**config.mk**
```make
export PLATFORM = sky130hd
export DESIGN_NAME = modexp_seq_flat
export DESIGN_NICKNAME = d
export VERILOG_FILES = /design/src/rtl/modexp_seq_pkg.sv /design/src/rtl/modexp_seq_if.sv /design/src/rtl/modexp_seq_expo_bit_scan.sv /design/src/rtl/modexp_seq.sv /design/src/flat_wrapper.sv
export SDC_FILE = /design/constraint.sdc
export NUM_CORES = 1
export LEC_CHECK = 0
export BUFFER_PORTS_ARGS = -buffer_cell sky130_fd_sc_hd__buf_2
export CAP_MARGIN = 20
export CORE_MARGIN = 5
export CORE_UTILIZATION = 30
export CTS_CLUSTER_SIZE = 30
export DETAILED_ROUTE_END_ITERATION = 7
export GPL_TIMING_DRIVEN = 0
export PLACE_DENSITY_LB_ADDON = 0.08
export SLEW_MARGIN = 20
export SYNTH_ARGS = -nofsm -noshare
export SYNTH_HDL_FRONTEND = slang
export SYNTH_SLANG_ARGS = --single-unit
```
**constraint.sdc**
```tcl
create_clock -name clk -period 2.5 [get_ports clk]
set_input_delay 0.375 -clock clk [delete_from_list [all_inputs] [get_ports clk]]
set_output_delay 0.375 -clock clk [all_outputs]
set_load 0.02 [all_outputs]
```
**src/rtl/modexp_seq_pkg.sv**
```systemverilog
// Shared definitions for the modular-exponentiation sequencer: FSM state
// encodings and the width helpers used by the RTL and the bench.
package modexp_seq_pkg;

   localparam int STATE_W = 3;

   typedef enum logic [STATE_W-1:0] {
      ST_IDLE   = 3'd0,
      ST_CHECK  = 3'd1,
      ST_REDUCE = 3'd2,
      ST_SCAN   = 3'd3,
      ST_SQUARE = 3'd4,
      ST_MULT   = 3'd5,
      ST_DONE   = 3'd6
   } state_e;

   // Width of the modular-multiply operands: wide enough for base and modulus.
   function automatic int max_w(input int a, input int b);
      return (a > b) ? a : b;
   endfunction

   // Bits needed to hold a bit position inside a w-bit exponent (at least 1).
   function automatic int idx_w(input int w);
      return (w > 1) ? $clog2(w) : 1;
   endfunction

endpackage

```
**src/rtl/modexp_seq_if.sv**
```systemverilog
// Start/result bus plus the modular-multiply req/ack bus of the sequencer.
interface modexp_seq_if
   import modexp_seq_pkg::*;
#(
   parameter int base_width = 4,
   parameter int expo_width = 4,
   parameter int N_width    = 4
);
   localparam int op_width = max_w(base_width, N_width);

   logic                  start;
   logic [base_width-1:0] base;
   logic [expo_width-1:0] expo;
   logic [N_width-1:0]    N;
   logic                  busy;
   logic                  valid;
   logic                  err;
   logic [N_width-1:0]    result;
   logic                  mm_req;
   logic [op_width-1:0]   mm_a;
   logic [op_width-1:0]   mm_b;
   logic                  mm_ack;
   logic [N_width-1:0]    mm_rslt;

   // Sequencer side.
   modport slave (
      input  start, base, expo, N, mm_ack, mm_rslt,
      output busy, valid, err, result, mm_req, mm_a, mm_b
   );

   // Host / datapath side.
   modport master (
      output start, base, expo, N, mm_ack, mm_rslt,
      input  busy, valid, err, result, mm_req, mm_a, mm_b
   );
endinterface

```
**src/rtl/modexp_seq_expo_bit_scan.sv**
```systemverilog
// Exponent bit scanner: leading-one detector that seeds a down-counting bit
// index, plus the current exponent bit and an index-is-zero flag.
module expo_bit_scan
   import modexp_seq_pkg::*;
#(
   parameter int expo_width = 4,
   localparam int IW = idx_w(expo_width)
) (
   input  logic                  clk,
   input  logic                  rst_n,
   input  logic                  load_i,
   input  logic                  dec_i,
   input  logic [expo_width-1:0] expo_i,
   output logic [IW-1:0]         idx_o,
   output logic                  cur_bit_o,
   output logic                  last_o
);
   logic [IW-1:0] idx_q;
   logic [IW-1:0] msb_d;

   // Position of the most significant set bit (0 when expo is 0).
   always_comb begin
      msb_d = '0;
      for (int i = 0; i < expo_width; i++) begin
         if (expo_i[i]) msb_d = IW'(i);
      end
   end

   // Bit index: seeded from the leading one, then walks toward bit 0.
   always_ff @(posedge clk) begin
      if (!rst_n) begin
         idx_q <= '0;
      end else if (load_i) begin
         idx_q <= msb_d;
      end else if (dec_i && (idx_q != '0)) begin
         idx_q <= idx_q - 1'b1;
      end
   end

   assign idx_o     = idx_q;
   assign cur_bit_o = expo_i[idx_q];
   assign last_o    = (idx_q == '0);
endmodule

```
**src/rtl/modexp_seq.sv**
```systemverilog
// Left-to-right square-and-multiply sequencer driving a shared modular
// multiplier over a req/ack handshake. Trivial cases (N<=1, expo==0) are
// resolved without touching the multiplier.
module modexp_seq
   import modexp_seq_pkg::*;
#(
   parameter int base_width = 4,
   parameter int expo_width = 4,
   parameter int N_width    = 4
) (
   input  logic         clk,
   input  logic         rst_n,
   modexp_seq_if.slave  bus
);
   localparam int op_width = max_w(base_width, N_width);
   localparam int IW       = idx_w(expo_width);

   state_e                state_q;
   logic                  busy_q, valid_q, err_q, mm_req_q;
   logic [N_width-1:0]    result_q;
   logic [op_width-1:0]   mm_a_q, mm_b_q;
   logic [base_width-1:0] base_q;
   logic [expo_width-1:0] expo_q;
   logic [N_width-1:0]    n_q, acc_q, acc_d, br_q;
   logic                  xfer, scan_load, scan_dec, cur_bit, last;
   // Bit index is exposed by the scanner for visibility; control only
   // needs cur_bit and last.
   logic [IW-1:0]         idx_unused;

   assign xfer      = mm_req_q & bus.mm_ack;
   assign scan_load = (state_q == ST_CHECK);
   assign scan_dec  = !last && (((state_q == ST_REDUCE) && xfer) || (state_q == ST_SCAN));

   expo_bit_scan #(.expo_width(expo_width)) u_scan (
      .clk       (clk),
      .rst_n     (rst_n),
      .load_i    (scan_load),
      .dec_i     (scan_dec),
      .expo_i    (expo_q),
      .idx_o     (idx_unused),
      .cur_bit_o (cur_bit),
      .last_o    (last)
   );

   // Accumulator next value: trivial result in CHECK, multiplier result on ack.
   always_comb begin
      acc_d = acc_q;
      if (state_q == ST_CHECK) begin
         acc_d = ((n_q > N_width'(1)) && (expo_q == '0)) ? N_width'(1) : '0;
      end else if (xfer) begin
         acc_d = bus.mm_rslt;
      end
   end

   // Operand latches and arithmetic state; no reset needed, always written before use.
   always_ff @(posedge clk) begin
      acc_q <= acc_d;
      if (xfer && (state_q == ST_REDUCE)) br_q <= bus.mm_rslt;
      if ((state_q == ST_IDLE) && bus.start) begin
         base_q <= bus.base;
         expo_q <= bus.expo;
         n_q    <= bus.N;
      end
   end

   // Control FSM with registered status and handshake outputs.
   always_ff @(posedge clk) begin
      if (!rst_n) begin
         state_q  <= ST_IDLE;
         busy_q   <= 1'b0;
         valid_q  <= 1'b0;
         err_q    <= 1'b0;
         result_q <= '0;
         mm_req_q <= 1'b0;
         mm_a_q   <= '0;
         mm_b_q   <= '0;
      end else begin
         case (state_q)
            ST_IDLE: begin
               if (bus.start) begin
                  valid_q  <= 1'b0;
                  err_q    <= 1'b0;
                  result_q <= '0;
                  busy_q   <= 1'b1;
                  state_q  <= ST_CHECK;
               end
            end
            ST_CHECK: begin
               if ((n_q <= N_width'(1)) || (expo_q == '0)) state_q <= ST_DONE;
               else                                       state_q <= ST_REDUCE;
            end
            ST_REDUCE: begin
               if (!mm_req_q) begin
                  mm_req_q <= 1'b1;
                  mm_a_q   <= op_width'(base_q);
                  mm_b_q   <= op_width'(1);
               end else if (bus.mm_ack) begin
                  mm_req_q <= 1'b0;
                  state_q  <= last ? ST_DONE : ST_SQUARE;
               end
            end
            ST_SQUARE: begin
               if (!mm_req_q) begin
                  mm_req_q <= 1'b1;
                  mm_a_q   <= op_width'(acc_q);
                  mm_b_q   <= op_width'(acc_q);
               end else if (bus.mm_ack) begin
                  mm_req_q <= 1'b0;
                  state_q  <= cur_bit ? ST_MULT : ST_SCAN;
               end
            end
            ST_MULT: begin
               if (!mm_req_q) begin
                  mm_req_q <= 1'b1;
                  mm_a_q   <= op_width'(acc_q);
                  mm_b_q   <= op_width'(br_q);
               end else if (bus.mm_ack) begin
                  mm_req_q <= 1'b0;
                  state_q  <= ST_SCAN;
               end
            end
            ST_SCAN: begin
               state_q <= last ? ST_DONE : ST_SQUARE;
            end
            ST_DONE: begin
               result_q <= acc_q;
               valid_q  <= 1'b1;
               err_q    <= (n_q == '0);
               busy_q   <= 1'b0;
               state_q  <= ST_IDLE;
            end
            default: state_q <= ST_IDLE;
         endcase
      end
   end

   assign bus.busy   = busy_q;
   assign bus.valid  = valid_q;
   assign bus.err    = err_q;
   assign bus.result = result_q;
   assign bus.mm_req = mm_req_q;
   assign bus.mm_a   = mm_a_q;
   assign bus.mm_b   = mm_b_q;
endmodule

```
**src/flat_wrapper.sv**
```systemverilog
// flat-port wrapper written by rule: the top's interface ports become plain ports
module modexp_seq_flat import modexp_seq_pkg::*;
#(
   parameter int base_width = 4,
   parameter int expo_width = 4,
   parameter int N_width    = 4
)
  (clk, rst_n, bus_start, bus_base, bus_expo, bus_N, bus_mm_ack, bus_mm_rslt, bus_busy, bus_valid, bus_err, bus_result, bus_mm_req, bus_mm_a, bus_mm_b);
  modexp_seq_if #(.base_width(base_width), .expo_width(expo_width), .N_width(N_width)) bus_i ();
  input  logic clk;
  input  logic rst_n;
  input wire logic [$bits(bus_i.start)-1:0] bus_start;
  input wire logic [$bits(bus_i.base)-1:0] bus_base;
  input wire logic [$bits(bus_i.expo)-1:0] bus_expo;
  input wire logic [$bits(bus_i.N)-1:0] bus_N;
  input wire logic [$bits(bus_i.mm_ack)-1:0] bus_mm_ack;
  input wire logic [$bits(bus_i.mm_rslt)-1:0] bus_mm_rslt;
  output wire logic [$bits(bus_i.busy)-1:0] bus_busy;
  output wire logic [$bits(bus_i.valid)-1:0] bus_valid;
  output wire logic [$bits(bus_i.err)-1:0] bus_err;
  output wire logic [$bits(bus_i.result)-1:0] bus_result;
  output wire logic [$bits(bus_i.mm_req)-1:0] bus_mm_req;
  output wire logic [$bits(bus_i.mm_a)-1:0] bus_mm_a;
  output wire logic [$bits(bus_i.mm_b)-1:0] bus_mm_b;
  assign bus_i.start = bus_start;
  assign bus_i.base = bus_base;
  assign bus_i.expo = bus_expo;
  assign bus_i.N = bus_N;
  assign bus_i.mm_ack = bus_mm_ack;
  assign bus_i.mm_rslt = bus_mm_rslt;
  assign bus_busy = bus_i.busy;
  assign bus_valid = bus_i.valid;
  assign bus_err = bus_i.err;
  assign bus_result = bus_i.result;
  assign bus_mm_req = bus_i.mm_req;
  assign bus_mm_a = bus_i.mm_a;
  assign bus_mm_b = bus_i.mm_b;
  modexp_seq #(.base_width(base_width), .expo_width(expo_width), .N_width(N_width)) u_core (.clk(clk), .rst_n(rst_n), .bus(bus_i));
endmodule
```
==> Implementation_results.wiki, run 1 <==
{| class="wikitable"
! Metric !! Value
|-
| Routed via count || 1260
|-
| Critical path required time || 2680 ps
|-
| Fraction of synthesis flops using an asynchronous set or reset pin || 0%
|-
| H-tree depth reported by CTS || 2
|-
| Unrepaired setup endpoints after global routing || no
|-
| Min cycle time layout || between 1500 and 2000 ps
|-
| Number of gates resized after CTS || 0
|-
| Worst min-delay path endpoint || u_core.n_q[3]
|-
| Hold crit path type || in -> reg
|-
| Headroom to the max-slew limit || 61.9%
|-
| Antenna violation net count after detailed routing || 0
|-
| Worst setup path class || reg -> reg
|-
| Die Height || around 87 µm
|-
| Number of optimization iterations in the first detailed-route pass || 5
|-
| Net Sw Power || a little over 600 µW
|-
| Cell leakage power || 0.000889 µW
|-
| Starting utilization of the core area || 30.4%
|-
| CTS sink cnt || 41
|-
| Launch point of the worst reg-to-reg path || u_core.state_q[1]
|-
| Power, Total || 1970 µW
|-
| Number of buffers on the longest clock path || 2
|-
| Core outline area || about 5800 µm²
|-
| Count of synthesis-stage warnings from yosys || 0
|-
| Number of flops mapped to enable cells by yosys || 20
|-
| Cells on Worst Hold Path || 1
|-
| Share of power burned in the clock network || approximately 26%
|-
| Worst Skew || approximately 6.3 ps
|-
| Number of placement rows || 28
|-
| Layout area overhead || 22.2%
|-
| Start point of the worst hold path || bus_N[3]
|-
| Sum Neg Setup Slack || 0 ps
|-
| Layout cells sized above 1 || a little over a quarter
|-
| Count of buffers from port buffering || 35
|-
| Reg-to-Reg End || u_core.bus.mm_b[2]
|-
| Final Wtd Congestion || just over 0.7
|-
| Internal Dissipation || around 1400 µW
|-
| Slew Limit Fails || 0
|-
| Cell depth of the worst flop-to-flop path || 5
|-
| Number of global-route vias before repair || around 1.3k
|-
| Commonest non-fill, non-tap cells in the layout || sky130_fd_sc_hd__buf_2 (38), sky130_fd_sc_hd__dfxtp_1 (21), sky130_fd_sc_hd__edfxtp_1 (20)
|-
| Post-detailed-route DRC marker count || 0
|-
| Wire length of the first global-routing pass || 6190 µm
|-
| Power Dens Cells || a little over 900 nW/µm²
|-
| Maximum fanout encountered on the critical timing path || 10
|-
| # diodes || 0
|-
| Sequential-to-total area share from yosys stat || between 50% and 60%
|-
| Number of hold violations in the final report || 0
|-
| Comb power frac || about 28%
|-
| Period utilisation layout || 65.1%
|-
| Area of the mapped netlist || 1770 µm²
|-
| IO Count || 36
|-
| Sequential cell fraction of total power || about 46%
|-
| Global-route congestion overflow total || 0
|-
| Slew @ Worst Pin || approximately 570 ps
|-
| Root buf cell || sky130_fd_sc_hd__clkbuf_8
|-
| Postcts setup bufs || 0
|-
| Detailed router's first-iteration violation count || 37
|-
| Flip-flop and latch count after synthesis || 41
|-
| Number of fill cells || 608
|-
| Clock-pin transition on the worst setup and hold timing paths || 80 ps
|-
| Nature of the critical path startpoint || flip-flop
|-
| Final number of setup-violating endpoints || 0
|-
| Number of CTS-inserted buffers || 5
|-
| Most instantiated flip-flop cell in the synthesis netlist || sky130_fd_sc_hd__dfxtp_1
|-
| Number of maximum-capacitance violations || 0
|-
| Number of buffers added to fix hold violations after cts || 0
|-
| Detail-routed via count per cell || ~4.7
|-
| Die footprint || ~7500 µm²
|-
| Die width || 86.7 µm
|-
| Post-detailed-routing wire length || 3710 µm
|-
| Final #Nets || 216
|-
| Switching power share of the total || a little under a third
|-
| Element type at the critical path end || flip-flop
|-
| Maximum clock frequency || between 600 and 700 MHz
|-
| Count of mapped cells out of synthesis || between 150 and 200
|-
| TritonCTS clock tree || done
|-
| Yosys cell types || 41
|-
| Pin count of the biggest net entering global routing || 13
|-
| Insertion delay to the later sink of the worst-skew pair || roughly 290 ps
|-
| CP arrival || between 1500 and 2000 ps
|-
| Detailed-placement wirelength estimate || approximately 2900 µm
|-
| Average size of a mapped cell || 11.6 µm²
|-
| Maximum VDD drop || 0.348 mV
|-
| Total Routing Usage GR || between 10 and 15%
|-
| Initial antenna violation count || 0
|-
| Run status || finished clean
|-
| Net count after synthesis || 173
|-
| Routed wire per std cell || about 14 µm
|-
| Worst-case register-to-register setup slack || about 870 ps
|-
| Most frequent standard cell in the layout excluding fill and tap cells || sky130_fd_sc_hd__buf_2
|}
==> cell families (layout without fill, tap and decap cells) <==
kind of cell             Yosys count  in the layout  synth area share (%)
buffers and inverters             12             55                  2.97
AND/OR/NAND/NOR                   56             56                  18.3
adder cells (fa/ha/maj)            1              1                 0.708
flip-flops                        41             41                  57.8
multiplexers                       9              9                  5.81
AO/OA/AOI/OAI                     33             33                  14.4
==> power by group through the flow <==
stage	Sequential, µW	Clock [µW]	Combinational (µW)
6_report	913	506	552
3_5_place_dp	931	0	559
4_1_cts	915	531	561
2_1_floorplan	962	0	351
5_1_grt	931	557	614
3_3_place_gp	926	0	540
==> layout make-up <==
type / count / area (µm²) / share of cell area [%]
plain buffers: 9 / 41.3 / 1.91
clock buffers: 5 / 68.8 / 3.19
clock inverters: 2 / 35.0 / 1.62
inverters: 3 / 11.3 / 0.521
multi-input cells: 99 / 702 / 32.5
flip-flops and latches: 41 / 1020 / 47.3
well taps: 75 / 93.8 / 4.35
repair buffers: 36 / 186 / 8.63
==> cells in the mapped netlist (2+ instances only) <==
cell	count	share of area, %
sky130_fd_sc_hd__dfxtp_1	21	24
sky130_fd_sc_hd__edfxtp_1	20	34
sky130_fd_sc_hd__nand2_1	13	2.8
sky130_fd_sc_hd__nor2b_1	13	4.6
sky130_fd_sc_hd__mux2i_1	8	4.5
sky130_fd_sc_hd__nor2_1	6	1.3
sky130_fd_sc_hd__clkbuf_1	5	1.1
sky130_fd_sc_hd__nor3_1	5	1.4
sky130_fd_sc_hd__o21a_1	5	2.1
sky130_fd_sc_hd__a22oi_1	4	1.7
sky130_fd_sc_hd__and2_1	4	1.4
sky130_fd_sc_hd__o211a_1	4	2.3
sky130_fd_sc_hd__a21oi_1	3	0.85
sky130_fd_sc_hd__buf_2	3	0.85
sky130_fd_sc_hd__inv_1	3	0.64
sky130_fd_sc_hd__nand3_1	3	0.85
sky130_fd_sc_hd__o211ai_1	3	1.3
sky130_fd_sc_hd__a21boi_1	2	0.85
sky130_fd_sc_hd__a2bb2oi_1	2	0.99
sky130_fd_sc_hd__nor3b_1	2	0.85
sky130_fd_sc_hd__o22ai_1	2	0.71
sky130_fd_sc_hd__o31ai_1	2	0.85
==> how the worst max path moves through the flow <==
stage | from | end | slack (ps) | depth (start not counted)
floorplan | u_core.state_q[2] | u_core.bus.err | 620 | 4
CTS | u_core.state_q[1] | u_core.bus.mm_b[2] | 880 | 5
finish | u_core.state_q[1] | u_core.bus.mm_b[2] | 870 | 5
global placement | bus_start | u_core.bus.result[0] | -40 | 5
detailed placement | u_core.state_q[1] | u_core.bus.mm_b[2] | 900 | 5
global route | u_core.state_q[0] | u_core.bus.result[0] | 750 | 4
==> metrics by stage <==
step	instances	worst slack [ps]	area [µm²]	hold WS [ps]	utilization [%]
floorplan	152	623	1770	474	-
global placement	262	-38.9	2040	475	35.0
detailed placement	263	897	2060	484	35.3
CTS	270	877	2160	247	37.1
global route	270	747	2160	243	37.1
finish	270	873	2160	260	37.1
==> metal layers <==
layer  vias up  global-route usage, %  wire length (µm)  share of wire, %
met5         -                      0                 0                 0
met1       584                   13.0              1630                44
met4         0                   3.40                43               1.2
met2        29                   18.1              1830                49
met3         4                   3.42               201               5.4
li1        643                      -                 -                 -
==> worst max-delay path, cell delays in order, from the launching register on <==
cell	delay, ps
sky130_fd_sc_hd__dfxtp_1	500
sky130_fd_sc_hd__or3b_4	450
sky130_fd_sc_hd__a21oi_4	160
sky130_fd_sc_hd__buf_4	180
sky130_fd_sc_hd__nor2b_1	50
sky130_fd_sc_hd__o21a_1	170
==> flip-flops by register name, summed over array words and instances, names as in the netlist, 2 cells and up <==
name and count:
u_core.acc_q 4, u_core.base_q 4, u_core.bus.mm_b 4, u_core.bus.mm_a 4, u_core.br_q 4, u_core.expo_q 4
u_core.u_scan.idx_o 2, u_core.n_q 4, u_core.bus.result 4, u_core.state_q 3
Note: power is estimated with default switching activity, not from simulation.
==> run 2: changes to the inputs <==
- ABC_AREA: not set -> 1
- clock period: 2.5 -> 1.6 ns (I/O delays scaled with it)
==> Implementation_results.wiki, run 2 <==
{| class="wikitable"
! Metric !! Value
|-
| Wire length of the first global-routing pass || 6680 µm
|-
| Initial antenna violation count || 0
|-
| Cells on Worst Hold Path || 1
|-
| Final cell area excluding filler cells || ~2200 µm²
|-
| Crit-path leading delay family || simple AND/OR/NAND/NOR gates
|-
| Area of the mapped netlist || roughly 1800 µm²
|-
| Min cycle time layout || approximately 1500 ps
|-
| CTS sink cnt || 41
|-
| Count of synthesis-stage warnings from yosys || 0
|-
| Worst Skew || 6.62 ps
|-
| Maximum fanout encountered on the critical timing path || 8
|-
| Routed via count || 1415
|-
| Final number of setup-violating endpoints || 0
|-
| Power Dens Cells || about 1900 nW/µm²
|-
| Detailed router's first-iteration violation count || 61
|-
| Routed wire per std cell || 12.4 µm
|-
| Number of hold violations in the final report || 0
|-
| Most instantiated flip-flop cell in the synthesis netlist || sky130_fd_sc_hd__dfxtp_1
|-
| Number of global-route vias before repair || 1330
|-
| Maximum VDD drop || 0.552 mV
|-
| Cell leakage power || between 0.0009 and 0.001 µW
|-
| Layout area overhead || 21.8%
|-
| Root buf cell || sky130_fd_sc_hd__clkbuf_8
|-
| IO Count || 36
|-
| Area leader, netlist || sky130_fd_sc_hd__edfxtp_1
|-
| Post-Place Setup Slack || -11.4 ps
|-
| Nature of the critical path startpoint || flip-flop
|-
| Count of mapped cells out of synthesis || between 200 and 250
|-
| Critical path required time || 1550 ps
|-
| Combined buffer and inverter count along the critical path || 2
|-
| Hold crit path type || in -> reg
|-
| Average size of a mapped cell || just under 9 µm²
|-
| Launch point of the worst path || u_core.state_q[1]
|-
| Final Hold Slack || ~120 ps
|-
| Cell types with the highest counts after synthesis || sky130_fd_sc_hd__nand2_1 (51), sky130_fd_sc_hd__nor2_1 (30), sky130_fd_sc_hd__dfxtp_1 (21)
|-
| Die footprint || 7520 µm²
|-
| Highest-delay cell along the critical path || sky130_fd_sc_hd__nor2_1
|-
| Headroom to the max-slew limit || 65.7%
|-
| Flip-flop and latch count after synthesis || 41
|-
| Count leader, synth || sky130_fd_sc_hd__nand2_1
|-
| Cells traversed along the worst timing path || buf_4 > inv_2 > nor2_2 > nand2_2 > nor2_1
|-
| Launch point of the worst reg-to-reg path || u_core.state_q[1]
|-
| Commonest non-fill, non-tap cells in the layout || sky130_fd_sc_hd__nand2_1 (50), sky130_fd_sc_hd__buf_2 (36), sky130_fd_sc_hd__nor2_1 (30)
|-
| Global-route congestion overflow total || 0
|-
| Number of optimization iterations in the first detailed-route pass || 5
|-
| Footprint of the multi-input gates || approximately 630 µm²
|-
| H-tree depth reported by CTS || 2
|-
| Slew @ Worst Pin || around 510 ps
|-
| Yosys cell types || 27
|-
| Worst setup path class || reg -> reg
|-
| Number of fill cells || between 600 and 700
|-
| Most frequent standard cell in the layout excluding fill and tap cells || sky130_fd_sc_hd__nand2_1
|-
| Element type at the critical path end || flip-flop
|-
| Die Height || 86.7 µm
|-
| Detail-routed via count per cell || between 4 and 5
|-
| Instance area at placement || approximately 2000 µm²
|-
| Number of buffers on the longest clock path || 2
|-
| Unrepaired setup endpoints after global routing || no
|-
| # diodes || 0
|-
| Worst min-delay path endpoint || u_core.expo_q[0]
|-
| Period utilisation layout || 93.8%
|-
| Sequential-to-total area share from yosys stat || around 58%
|-
| Net count after synthesis || between 200 and 250
|-
| Maximum clock frequency || between 600 and 700 MHz
|-
| Number of flops mapped to enable cells by yosys || 20
|-
| Total Routing Usage GR || 11.7%
|-
| Post-detailed-routing wire length || about 4000 µm
|-
| Top cells by area, synth || sky130_fd_sc_hd__edfxtp_1 (34%), sky130_fd_sc_hd__dfxtp_1 (24%), sky130_fd_sc_hd__nand2_1 (11%), sky130_fd_sc_hd__nor2_1 (6.4%), sky130_fd_sc_hd__inv_1 (4.0%)
|-
| Start point of the worst hold path || bus_expo[0]
|-
| Detailed-placement wirelength estimate || 3060 µm
|-
| Run status || finished clean
|-
| Post-detailed-route DRC marker count || 0
|-
| Count of buffers from port buffering || 35
|-
| Total area of sequential cells || between 1000 and 1500 µm²
|-
| Die width || 86.7 µm
|-
| Antenna violation net count after detailed routing || 0
|-
| Worst-case register-to-register setup slack || roughly 100 ps
|-
| Core outline area || 5820 µm²
|-
| Worst setup margin || 99.9 ps
|-
| Number of CTS-inserted buffers || 5
|-
| CP arrival || about 1500 ps
|-
| Final Wtd Congestion || between 0.7 and 0.8
|-
| Final #Nets || approximately 270
|-
| Number of maximum-capacitance violations || 0
|-
| Clock-pin transition on the worst setup and hold timing paths || approximately 80 ps
|-
| Slew Limit Fails || 0
|-
| Layout cells sized above 1 || ~25%
|-
| Area fraction of the dominant cell type after synthesis || 34.0%
|-
| Starting utilization of the core area || 30.4%
|-
| Cell depth of the worst flop-to-flop path || 5
|-
| Fraction of synthesis flops using an asynchronous set or reset pin || 0%
|-
| Reg-to-Reg End || u_core.br_q[2]
|-
| TritonCTS clock tree || done
|-
| Number of placement rows || 28
|-
| Slowest stage delay, CP || 340 ps
|-
| Pin count of the biggest net entering global routing || 13
|-
| Insertion delay to the later sink of the worst-skew pair || 290 ps
|}
## run 2: cell count changes after synthesis, moves of 5 or more
cell and change:
sky130_fd_sc_hd__nand3_1 +6, sky130_fd_sc_hd__o21a_1 -5, sky130_fd_sc_hd__nor2b_1 -13, sky130_fd_sc_hd__inv_1 +16, sky130_fd_sc_hd__mux2i_1 -8, sky130_fd_sc_hd__a21oi_1 +11
sky130_fd_sc_hd__o21ai_1 +8, sky130_fd_sc_hd__nand2_1 +38, sky130_fd_sc_hd__nor2_1 +24
## run 2: cell type report
type,instances,area share (%)
Clock buffer,8,4.19
Tap cell,75,4.36
Buffer,4,0.930
Timing Repair Buffer,36,9.07
Multi-Input combinational cell,134,29.1
Sequential cell,41,47.4
Inverter,25,4.88
## run 2: worst max path at each step
| stage | depth (start not counted) | to |
|---|---|---|
| floorplan | 6 | u_core.base_q[0] |
| global route | 5 | u_core.acc_q[3] |
| detailed placement | 6 | u_core.base_q[2] |
| finish | 5 | u_core.br_q[2] |
| CTS | 5 | u_core.n_q[0] |
| global placement | 6 | u_core.base_q[1] |
## run 2: stage by stage
stage | std cells | power [µW] | utilization (%) | TNS, ps
final | 323 | 4100 | 37.0 | 0
after global routing | 323 | 4470 | 37.0 | 0
after CTS | 322 | 4090 | 36.6 | 0
after detailed placement | 314 | 3370 | 35.0 | -128
after global placement | 314 | 3380 | 35.0 | 0
after floorplan | 204 | 2910 | - | 0
## run 2: worst reg2reg max path, cell delays in order (launching register included)
cell	delay, ps
sky130_fd_sc_hd__dfxtp_1	320
sky130_fd_sc_hd__buf_4	160
sky130_fd_sc_hd__inv_2	60
sky130_fd_sc_hd__nor2_2	140
sky130_fd_sc_hd__nand2_2	140
sky130_fd_sc_hd__nor2_1	350
## run 2: cell families after synthesis
| kind of cell | count (synthesis) | share of synthesized area, % |
|---|---|---|
| adders and majority gates | 1 | 0.708 |
| DFF | 41 | 57.8 |
| and+or+nand+nor | 100 | 24.4 |
| AOI/OAI and AO/OA | 33 | 10.2 |
| buffers and inverters | 29 | 6.87 |
## run 2: routing by layer
metal / part of all wire [%] / vias to the layer above / global-route usage, %
met1: 46 / 636 / 14.9
met3: 5.3 / 4 / 3.42
met4: 1.2 / 0 / 4.25
met5: 0 / - / 0
met2: 47 / 30 / 18.9
li1: - / 745 / -
## run 2: where the power goes
group          internal [µW]  leakage [µW]  switching [µW]  total, µW
Sequential              1460      0.000359             169       1630
Clock                    352     0.0000455             347        700
Combinational            588      0.000561            1180       1770
Total                   2400      0.000966            1700       4100
## run 2: timing repair
item	4_1_cts	5_1_grt
endpoints found under the setup margin	12	12
hold buffers	0	0
setup buffers	0	1
gates resized for setup	1	1
==> run 3: changes to the inputs <==
- ABC_AREA: 1 -> not set
==> Implementation_results.wiki, run 3 (synthesis results as in run 1) <==
{| class="wikitable"
! Metric !! Value
|-
| Run status || finished clean
|-
| # diodes || 0
|-
| Cell leakage power || ~0.0009 µW
|-
| Maximum fanout encountered on the critical timing path || 10
|-
| Clock-pin transition on the worst setup and hold timing paths || 80 ps
|-
| Critical path required time || roughly 1800 ps
|-
| Starting utilization of the core area || 30.4%
|-
| Element type at the critical path end || flip-flop
|-
| Reg-to-Reg End || u_core.bus.mm_b[2]
|-
| Highest-delay cell along the critical path || sky130_fd_sc_hd__or3b_4
|-
| Cells traversed along the worst timing path || or3b_4 > a21oi_4 > buf_4 > nor2b_1 > o21a_1
|-
| Number of placement rows || 28
|-
| Slowest stage delay, CP || around 430 ps
|-
| Combined buffer and inverter count along the critical path || 1
|-
| Number of hold violations in the final report || 0
|-
| Slew @ Worst Pin || roughly 460 ps
|-
| Count of buffers from port buffering || 35
|-
| Instance area at placement || a little over 2000 µm²
|-
| Detailed router's first-iteration violation count || 65
|-
| Layout cells sized above 1 || 29.4%
|-
| Most frequent standard cell in the layout excluding fill and tap cells || sky130_fd_sc_hd__buf_2
|-
| Launch point of the worst reg-to-reg path || u_core.state_q[1]
|-
| Metal1 wirelength || 1660 µm
|-
| TritonCTS clock tree || done
|-
| Power Dens Cells || 1430 nW/µm²
|-
| Post-detailed-route DRC marker count || 0
|-
| Die width || 86.7 µm
|-
| Root buf cell || sky130_fd_sc_hd__clkbuf_8
|-
| Start point of the worst hold path || bus_N[3]
|-
| Antenna violation net count after detailed routing || 0
|-
| Detailed-placement wirelength estimate || 2870 µm
|-
| Number of global-route vias before repair || between 1k and 1.5k
|-
| Final cell area excluding filler cells || 2180 µm²
|-
| Number of optimization iterations in the first detailed-route pass || 4
|-
| Met3 layer wire length in the routed design || about 230 µm
|-
| CP arrival || 1720 ps
|-
| Sum Neg Setup Slack || 0 ps
|-
| Routed via count || 1286
|-
| Insertion delay to the later sink of the worst-skew pair || between 200 and 300 ps
|-
| Final number of setup-violating endpoints || 0
|-
| Headroom to the max-slew limit || between 60% and 70%
|-
| Number of buffers on the longest clock path || 2
|-
| Worst min-delay path endpoint || u_core.n_q[3]
|-
| Die Height || 86.7 µm
|-
| Pin count of the biggest net entering global routing || 14
|-
| CTS sink cnt || just over 40
|-
| Hold crit path type || in -> reg
|-
| Wire length on met2 || between 1500 and 2000 µm
|-
| Slew Limit Fails || 0
|-
| Final #Nets || between 200 and 250
|-
| Number of CTS-inserted buffers || 5
|-
| Cell depth of the worst flop-to-flop path || 5
|-
| H-tree depth reported by CTS || 2
|-
| Min cycle time layout || 1520 ps
|-
| Core outline area || slightly below 6000 µm²
|-
| Period utilisation layout || ~95%
|-
| Nature of the critical path startpoint || flip-flop
|-
| Worst Skew || about 2.6 ps
|-
| Uppermost layer routed || met4
|-
| IO Count || 36
|-
| Commonest non-fill, non-tap cells in the layout || sky130_fd_sc_hd__buf_2 (38), sky130_fd_sc_hd__edfxtp_1 (20), sky130_fd_sc_hd__dfxtp_1 (19)
|-
| Maximum clock frequency || roughly 660 MHz
|-
| Wire length of the first global-routing pass || around 6100 µm
|-
| Layout area overhead || 23.4%
|-
| Unrepaired setup endpoints after global routing || no
|-
| Worst-case register-to-register setup slack || between 70 and 80 ps
|-
| Total Routing Usage GR || a little over a tenth
|-
| Maximum VDD drop || roughly 0.54 mV
|-
| Crit-path leading delay family || simple AND/OR/NAND/NOR gates
|-
| Final Wtd Congestion || about 0.72
|-
| Worst setup path class || reg -> reg
|-
| Initial antenna violation count || 0
|-
| Die footprint || ~7500 µm²
|-
| Number of fill cells || between 600 and 700
|-
| Routed wire per std cell || roughly 14 µm
|-
| Post-detailed-routing wire length || roughly 3800 µm
|-
| Detail-routed via count per cell || 4.73
|-
| Number of maximum-capacitance violations || 0
|-
| Cells on Worst Hold Path || 1
|-
| Global-route congestion overflow total || 0
|-
| Power, Total || 3130 µW
|}
## run 3: layout make-up
type | instances | area [µm²] | area share (%)
flip-flops and latches | 41 | 1020 | 46.9
multi-input cells | 99 | 712 | 32.6
repair buffers | 37 | 190 | 8.72
well taps | 75 | 93.8 | 4.30
clock buffers | 6 | 72.6 | 3.33
plain buffers | 9 | 42.5 | 1.95
clock inverters | 2 | 35.0 | 1.61
inverters | 3 | 11.3 | 0.516
## run 3: metrics by stage
stage	setup WS (ps)	utilization, %	instances	hold WS [ps]
after floorplan	56.6	-	152	339
after global placement	-342	35.2	262	417
after detailed placement	-343	35.2	262	418
after CTS	45.1	37.3	272	109
after global routing	7.46	37.5	272	94.9
final	77.6	37.5	272	117
## run 3: timing repair
item,in CTS,in global routing
gates resized for setup,1,6
endpoints found under the setup margin,19,17
setup buffers,2,0
endpoints found under the hold margin,0,0
hold buffers,0,0
pin swaps,1,0
## run 3: worst register-to-register path, cell delays in order, from the launching register on
cell                      delay, ps
sky130_fd_sc_hd__dfxtp_2        420
sky130_fd_sc_hd__or3b_4         430
sky130_fd_sc_hd__a21oi_4        160
sky130_fd_sc_hd__buf_4          180
sky130_fd_sc_hd__nor2b_1         50
sky130_fd_sc_hd__o21a_1         170
## run 3: metal layers
metal	vias to the layer above	global-route usage, %
met1	608	13.2
li1	643	-
met5	-	0
met3	6	3.61
met2	29	17.5
met4	0	3.82
## run 3: power by group
part	switching (µW)	leakage, µW	internal (µW)
Sequential	124	0.000359	1310
Combinational	505	0.000484	375
Clock	353	0.0000552	463
Total	981	0.000899	2150
## run 3: how the worst max path moves through the flow
stage	from	end	slack, ps	depth (start not counted)
after floorplan	u_core.state_q[2]	u_core.bus.err	60	4
after global placement	u_core.state_q[0]	u_core.bus.result[2]	-340	4
after detailed placement	u_core.state_q[0]	u_core.bus.err	-340	4
after CTS	u_core.state_q[0]	u_core.acc_q[0]	50	3
after global routing	u_core.state_q[1]	u_core.bus.mm_b[2]	7	5
final	u_core.state_q[1]	u_core.bus.mm_b[2]	80	5
